--- config.mk ---
export PLATFORM = sky130hd
export DESIGN_NAME = note_recorder
export DESIGN_NICKNAME = d
export VERILOG_FILES = /design/src/rtl/note_recorder.sv
export SDC_FILE = /design/constraint.sdc
export NUM_CORES = 1
export LEC_CHECK = 0
export BUFFER_PORTS_ARGS = -buffer_cell sky130_fd_sc_hd__buf_2
export CAP_MARGIN = 40
export CORE_MARGIN = 1.5
export CORE_UTILIZATION = 60
export CTS_CLUSTER_DIAMETER = 80
export DETAILED_ROUTE_END_ITERATION = 10
export GPL_TIMING_DRIVEN = 0
export PLACE_DENSITY = 0.86
export SLEW_MARGIN = 20
export SYNTH_ARGS = -nofsm -noshare
export SYNTH_HDL_FRONTEND = slang
export SYNTH_SLANG_ARGS = --single-unit
export TNS_END_PERCENT = 20
--- constraint.sdc ---
create_clock -name clk -period 4.49 [get_ports clk]
set_input_delay 0.898 -clock clk [delete_from_list [all_inputs] [get_ports clk]]
set_output_delay 0.898 -clock clk [all_outputs]
set_load 0.02 [all_outputs]
--- src/rtl/note_recorder.sv ---
// Piano note recorder: passes key levels to the beeper, records (note, duration)
// entries into a small RAM on request, and replays them with the recorded timing.
module note_recorder #(
    parameter int unsigned CLK_FREQ = 12_000_000,
    parameter int unsigned TICK_MS  = 10,
    parameter int unsigned DEPTH    = 64,
    parameter int unsigned AW       = 6,
    parameter int unsigned DUR_W    = 8
) (
    input  logic          clk,
    input  logic          rst_n,
    input  logic [15:0]   key_in,
    input  logic          rec_req,
    input  logic          play_req,
    input  logic          stop_req,
    output logic [15:0]   note_out,
    output logic [1:0]    state,
    output logic [AW:0]   rec_len,
    output logic          full
);

    localparam int unsigned TICK_CYC = CLK_FREQ / 1000 * TICK_MS;
    localparam int unsigned TW       = (TICK_CYC > 1) ? $clog2(TICK_CYC) : 1;
    localparam int unsigned EW       = 5 + DUR_W;
    localparam logic [TW-1:0]    TICK_LAST = TW'(TICK_CYC - 1);
    localparam logic [DUR_W-1:0] DMAX      = '1;
    localparam logic [AW:0]      DEPTH_L   = (AW + 1)'(DEPTH);

    typedef enum logic [1:0] {
        IDLE      = 2'd0,
        REC       = 2'd1,
        PLAY_LOAD = 2'd2,
        PLAY_HOLD = 2'd3
    } state_t;

    state_t            cur_state, nxt_state;
    logic [TW-1:0]     tick_cnt;
    logic              tick;
    logic [AW:0]       wr_ptr, rd_ptr, wr_cnt_nxt;
    logic [AW:0]       rec_len_q;
    logic              full_q;
    logic [4:0]        cur_note, new_note, hold_note;
    logic [DUR_W-1:0]  dur, hold_dur, hold_cnt;
    logic              load_ph;
    logic              extend;
    logic              wr_en;
    logic [EW-1:0]     wr_data, rd_data;
    logic [EW-1:0]     mem [DEPTH];

    function automatic logic [4:0] encode(input logic [15:0] k);
        logic [4:0] n;
        n = 5'd16;
        for (int unsigned i = 16; i > 0; i--) begin
            if (k[i-1]) n = 5'(i - 1);
        end
        return n;
    endfunction

    function automatic logic [15:0] decode(input logic [4:0] n);
        logic [15:0] v;
        v = '0;
        if (!n[4]) v[n[3:0]] = 1'b1;
        return v;
    endfunction

    assign state   = cur_state;
    assign rec_len = rec_len_q;
    assign full    = full_q;

    assign new_note   = encode(key_in);
    assign extend     = (new_note == cur_note) && (dur != DMAX);
    assign tick       = ((cur_state == REC) || (cur_state == PLAY_HOLD)) && (tick_cnt == TICK_LAST);
    assign wr_data    = {cur_note, dur};
    assign wr_cnt_nxt = wr_ptr + {{AW{1'b0}}, wr_en};

    always_comb begin
        nxt_state = cur_state;
        wr_en     = 1'b0;
        case (cur_state)
            IDLE: begin
                if (stop_req)
                    nxt_state = IDLE;
                else if (rec_req)
                    nxt_state = REC;
                else if (play_req && (rec_len_q != '0))
                    nxt_state = PLAY_LOAD;
            end
            REC: begin
                if (stop_req) begin
                    wr_en     = (dur != '0);
                    nxt_state = IDLE;
                end else if (tick && !extend && (dur != '0)) begin
                    wr_en = 1'b1;
                    if (wr_ptr + 1'b1 == DEPTH_L) nxt_state = IDLE;
                end
            end
            PLAY_LOAD: begin
                if (stop_req)
                    nxt_state = IDLE;
                else if (load_ph)
                    nxt_state = PLAY_HOLD;
            end
            PLAY_HOLD: begin
                if (stop_req)
                    nxt_state = IDLE;
                else if (tick && (hold_cnt + 1'b1 == hold_dur))
                    nxt_state = (rd_ptr + 1'b1 < rec_len_q) ? PLAY_LOAD : IDLE;
            end
            default: nxt_state = IDLE;
        endcase
    end

    always_ff @(posedge clk or negedge rst_n) begin
        if (!rst_n)
            cur_state <= IDLE;
        else
            cur_state <= nxt_state;
    end

    // Counter restarts on every state change so each state sees a full first tick period.
    always_ff @(posedge clk or negedge rst_n) begin
        if (!rst_n)
            tick_cnt <= '0;
        else if ((nxt_state != cur_state) || !((cur_state == REC) || (cur_state == PLAY_HOLD)) || tick)
            tick_cnt <= '0;
        else
            tick_cnt <= tick_cnt + 1'b1;
    end

    always_ff @(posedge clk) begin
        if (wr_en) mem[wr_ptr[AW-1:0]] <= wr_data;
        rd_data <= mem[rd_ptr[AW-1:0]];
    end

    always_ff @(posedge clk or negedge rst_n) begin
        if (!rst_n) begin
            note_out  <= '0;
            wr_ptr    <= '0;
            rd_ptr    <= '0;
            rec_len_q <= '0;
            full_q    <= 1'b0;
            cur_note  <= '0;
            dur       <= '0;
            hold_note <= '0;
            hold_dur  <= '0;
            hold_cnt  <= '0;
            load_ph   <= 1'b0;
        end else begin
            case (cur_state)
                IDLE: begin
                    note_out <= key_in;
                    if (nxt_state == REC) begin
                        wr_ptr    <= '0;
                        cur_note  <= new_note;
                        dur       <= '0;
                        full_q    <= 1'b0;
                        rec_len_q <= '0;
                    end else if (nxt_state == PLAY_LOAD) begin
                        rd_ptr  <= '0;
                        load_ph <= 1'b0;
                    end
                end
                REC: begin
                    note_out <= key_in;
                    wr_ptr   <= wr_cnt_nxt;
                    if (stop_req) begin
                        rec_len_q <= wr_cnt_nxt;
                        full_q    <= (wr_cnt_nxt == DEPTH_L);
                    end else if (tick) begin
                        if (extend) begin
                            dur <= dur + 1'b1;
                        end else begin
                            cur_note <= new_note;
                            dur      <= DUR_W'(1);
                        end
                        if (nxt_state == IDLE) begin
                            rec_len_q <= DEPTH_L;
                            full_q    <= 1'b1;
                        end
                    end
                end
                PLAY_LOAD: begin
                    load_ph <= 1'b1;
                    // note_out only switches once the new entry is captured, so it never blanks between notes.
                    if (nxt_state == PLAY_HOLD) begin
                        hold_note <= rd_data[EW-1:DUR_W];
                        hold_dur  <= rd_data[DUR_W-1:0];
                        hold_cnt  <= '0;
                        note_out  <= decode(rd_data[EW-1:DUR_W]);
                    end
                end
                PLAY_HOLD: begin
                    note_out <= decode(hold_note);
                    if (tick) hold_cnt <= hold_cnt + 1'b1;
                    if (nxt_state == PLAY_LOAD) begin
                        rd_ptr  <= rd_ptr + 1'b1;
                        load_ph <= 1'b0;
                    end
                end
                default: ;
            endcase
        end
    end

endmodule
==> flow_metrics.py <==
metrics = {
    "cells_and_area": {
        "layout_commonest_cell": "edfxtp_1",
        "finalNetCount": 2533,
        "final_cell_mix": "edfxtp_1 (832), mux2i_1 (159), a21oi_1 (127)",
        "syn_to_final_growth_pct": 15.16,
        "drive_above_1_share_pct": 22.90,
    },
    "floorplanning": {
        "die_h_um": 255.0,
        "die_area_sq_um": 65010,
        "placement_rows": 92,
        "die_w_um": 255.0,
        "start_util_pct": 60.50,
        "core_area_sq_um": 62970,
        "io_pins": 47,
    },
    "placed_design": {
        "hpwl_um": 66180,
        "portBuffers": 46,
        "gp_congestion": 0.9529,
        "dp_slack_ps": -134.1,
    },
    "critical_path": {
        "cp-start-kind": "register",
        "r2r-start": "rd_ptr[1]",
        "worstPathMaxFanout": 10,
        "cp-end-kind": "register",
        "slowest_delay_ps": 700,
        "crit_arrival_ps": 4960,
        "r2r_cells": 9,
        "cp_slowest_cell": "buf_1",
        "path_common_cell": "buf_1",
        "critical_path.cell_chain": "clkbuf_2 -> inv_1 -> nand2_1 -> buf_1 -> buf_1 -> o221ai_1 -> o22ai_1 -> a21oi_1 -> mux4_2",
        "path_class": "reg2reg",
        "worstPathRequired_ps": 5010,
        "cp-startpoint": "rd_ptr[1]",
        "r2r_end": "rd_data[10]",
        "r2r_slack_ps": 50,
    },
    "min_path": {
        "hold_class": "in2async",
    },
    "clock_tree": {
        "clk_latency_ps": 690,
        "root_buffer": "clkbuf_16",
        "cts_hold_buf": 0,
        "tritoncts": "yes",
        "cts_buffers": 92,
        "ctsLongestPathBuffers": 3,
        "post_cts_buffers": 0,
        "clkTransAtPathRegs_ps": 60,
        "cts_max_level": 3,
        "cts_num_sinks": 937,
    },
    "synth": {
        "synth.distinct_cells": 69,
        "syn_inst": 2264,
        "ys_ff_latch": 937,
        "synth_nets": 2298,
        "synth_top_cell_by_area": "edfxtp_1",
        "syn-cell-area_sq_um": 38090,
        "synth_edf_count": 832,
        "post_synth.cell_area_avg_sq_um": 16.83,
        "async_flop_share_pct": 9.819,
        "yosysWarningCount": 0,
        "synth_top_area_share_pct": 65.58,
        "synthTopCellsByArea": "edfxtp_1 (66%), mux4_2 (6.9%), dfrtp_1 (6.0%), mux2i_1 (4.2%), mux2_2 (2.0%)",
        "ys.flop_type": "edfxtp_1",
        "yosysSeqAreaShare_pct": 72.31,
    },
    "route": {
        "vias": 23810,
        "drc": 0,
        "routed_wl_um": 103700,
        "final_antenna_net_count": 0,
        "drtIter0Drc": 4440,
        "drt-wirelength-per-cell_um": 30.26,
        "viasPerCell": 6.951,
        "drt-pass1-iter-count": 7,
    },
    "sta": {
        "final.min_clock_period_ps": 4442,
        "rsz0062_at_grt": "false",
        "hold_viol_final": 0,
        "setup_ws_ps": 48.13,
        "relSlewSlack_pct": 36.84,
        "timing.final.crit_share_pct": 98.93,
        "tns_ps": 0,
        "slew_violations": 0,
        "hold_slack_ps": 241.2,
        "skew_ps": 40.37,
        "worst_pin_slew_ps": 947.4,
        "fmax_mhz": 225.1,
        "setup_viol": 0,
    },
    "power": {
        "p_per_area_nw_per_um2": 530.7,
        "p_leak_nw": 14.41,
        "ir_worst_vdd_mv": 0.3706,
        "total_power_mw": 23.28,
    },
    "outcome": {
        "status": "completed",
    },
    "global_route": {
        "grt_pass1_wl_um": 150600,
        "grt_usage_pct": 32.21,
        "antenna_found_initial": 10,
        "grt_max_degree": 70,
        "first_global_vias": 23310,
        "grt-ovfl-total": 0,
    },
    "job": {
        "drv_cap": 0,
    },
}
final cells by class:
cell class	count	area (sq um)
Tap cell	846	1059
Fill cell	3658	19090
Buffer	132	521.8
Clock buffer	113	2391
Antenna cell	3	7.507
Sequential cell	937	27590
Inverter	24	90.09
Multi-Input combinational cell	1170	10260
Clock inverter	58	720.7
Timing Repair Buffer	142	1235
per-layer routing:
metal / part of all wire [%] / GRT usage, %
met5: 0.066 / 0
met4: 5.9 / 17.14
met2: 47 / 50.91
met3: 13 / 7.993
met1: 34 / 41.66
worst max-delay path: cells and delay by family, from the launching register on:
family | cells | cell delay (ps)
simple gates | 1 | 360
buf+inv | 4 | 1950
compound gates | 3 | 970
flops | 1 | 360
mux | 1 | 620
worst max path at each step:
stage	endpoint	slack [ps]	depth (start not counted)
after floorplan	mem[26][0]	430	9
after global placement	mem[13][1]	-1690	9
after detailed placement	full	-130	15
after CTS	rd_data[7]	110	8
after global routing	rd_ptr[1]	1	13
final	rd_data[10]	50	9
synth_stat cells (4+ instances only):
master / n
a21o_1: 4
a21oi_1: 127
a22o_1: 9
a22oi_1: 6
a31oi_1: 18
a32oi_1: 4
and2_1: 4
and3_1: 6
buf_1: 33
buf_2: 12
clkbuf_1: 87
dfrtp_1: 92
dfxtp_1: 13
edfxtp_1: 832
ha_1: 13
inv_1: 24
mux2_2: 69
mux2i_1: 159
mux4_2: 117
nand2_1: 118
nand2b_1: 6
nand3_1: 29
nand4_1: 10
nor2_1: 63
nor2b_1: 11
nor3_1: 71
nor4_1: 18
nor4_2: 8
o21a_1: 4
o21ai_0: 84
o21bai_1: 4
o221ai_1: 55
o22ai_1: 62
o31ai_1: 4
or2_2: 4
or4_1: 4
xnor2_1: 22
xor2_1: 14
power by group:
| group | internal, mW | switching [mW] | total [mW] | leakage, nW |
|---|---|---|---|---|
| sequential | 9.99 | 0.518 | 10.5 | 9.00 |
| combinational | 1.97 | 2.88 | 4.85 | 3.91 |
| clock | 4.53 | 3.39 | 7.92 | 1.51 |
| total | 16.5 | 6.79 | 23.3 | 14.4 |
registers in the layout, summed over array words and instances (netlist names):
| signal | count |
|---|---|
| rd_ptr | 7 |
| note_out | 16 |
| full | 1 |
| hold_dur | 8 |
| cur_note | 5 |
| state | 2 |
| rec_len | 7 |
| mem | 832 |
| rd_data | 13 |
| hold_note | 5 |
| dur | 8 |
| wr_ptr | 7 |
| hold_cnt | 8 |
| load_ph | 1 |
| tick_cnt | 17 |
per-stage QoR:
step | cells | util (%) | cell area [sq um]
floorplan | 2264 | - | 38090
global placement | 3156 | 62.55 | 39380
detailed placement | 3236 | 64.38 | 40540
CTS | 3407 | 69.33 | 43650
global route | 3422 | 69.66 | 43860
finish | 3425 | 69.67 | 43870
kinds of logic after synthesis:
kind of cell,synth area share (%)
compound gates,6.792
xor+xnor,0.8277
fa+ha+maj,0.4270
buf+inv,1.606
flops,72.31
mux,13.13
simple gates,4.901
timing repair:
| item | 4_1_cts | 5_1_grt |
|---|---|---|
| resized for setup | 1 | 2 |
| endpoints found under the setup margin | 1 | 8 |
| endpoints found under the hold margin | 0 | 0 |
Power figures use the tool's default switching activity.
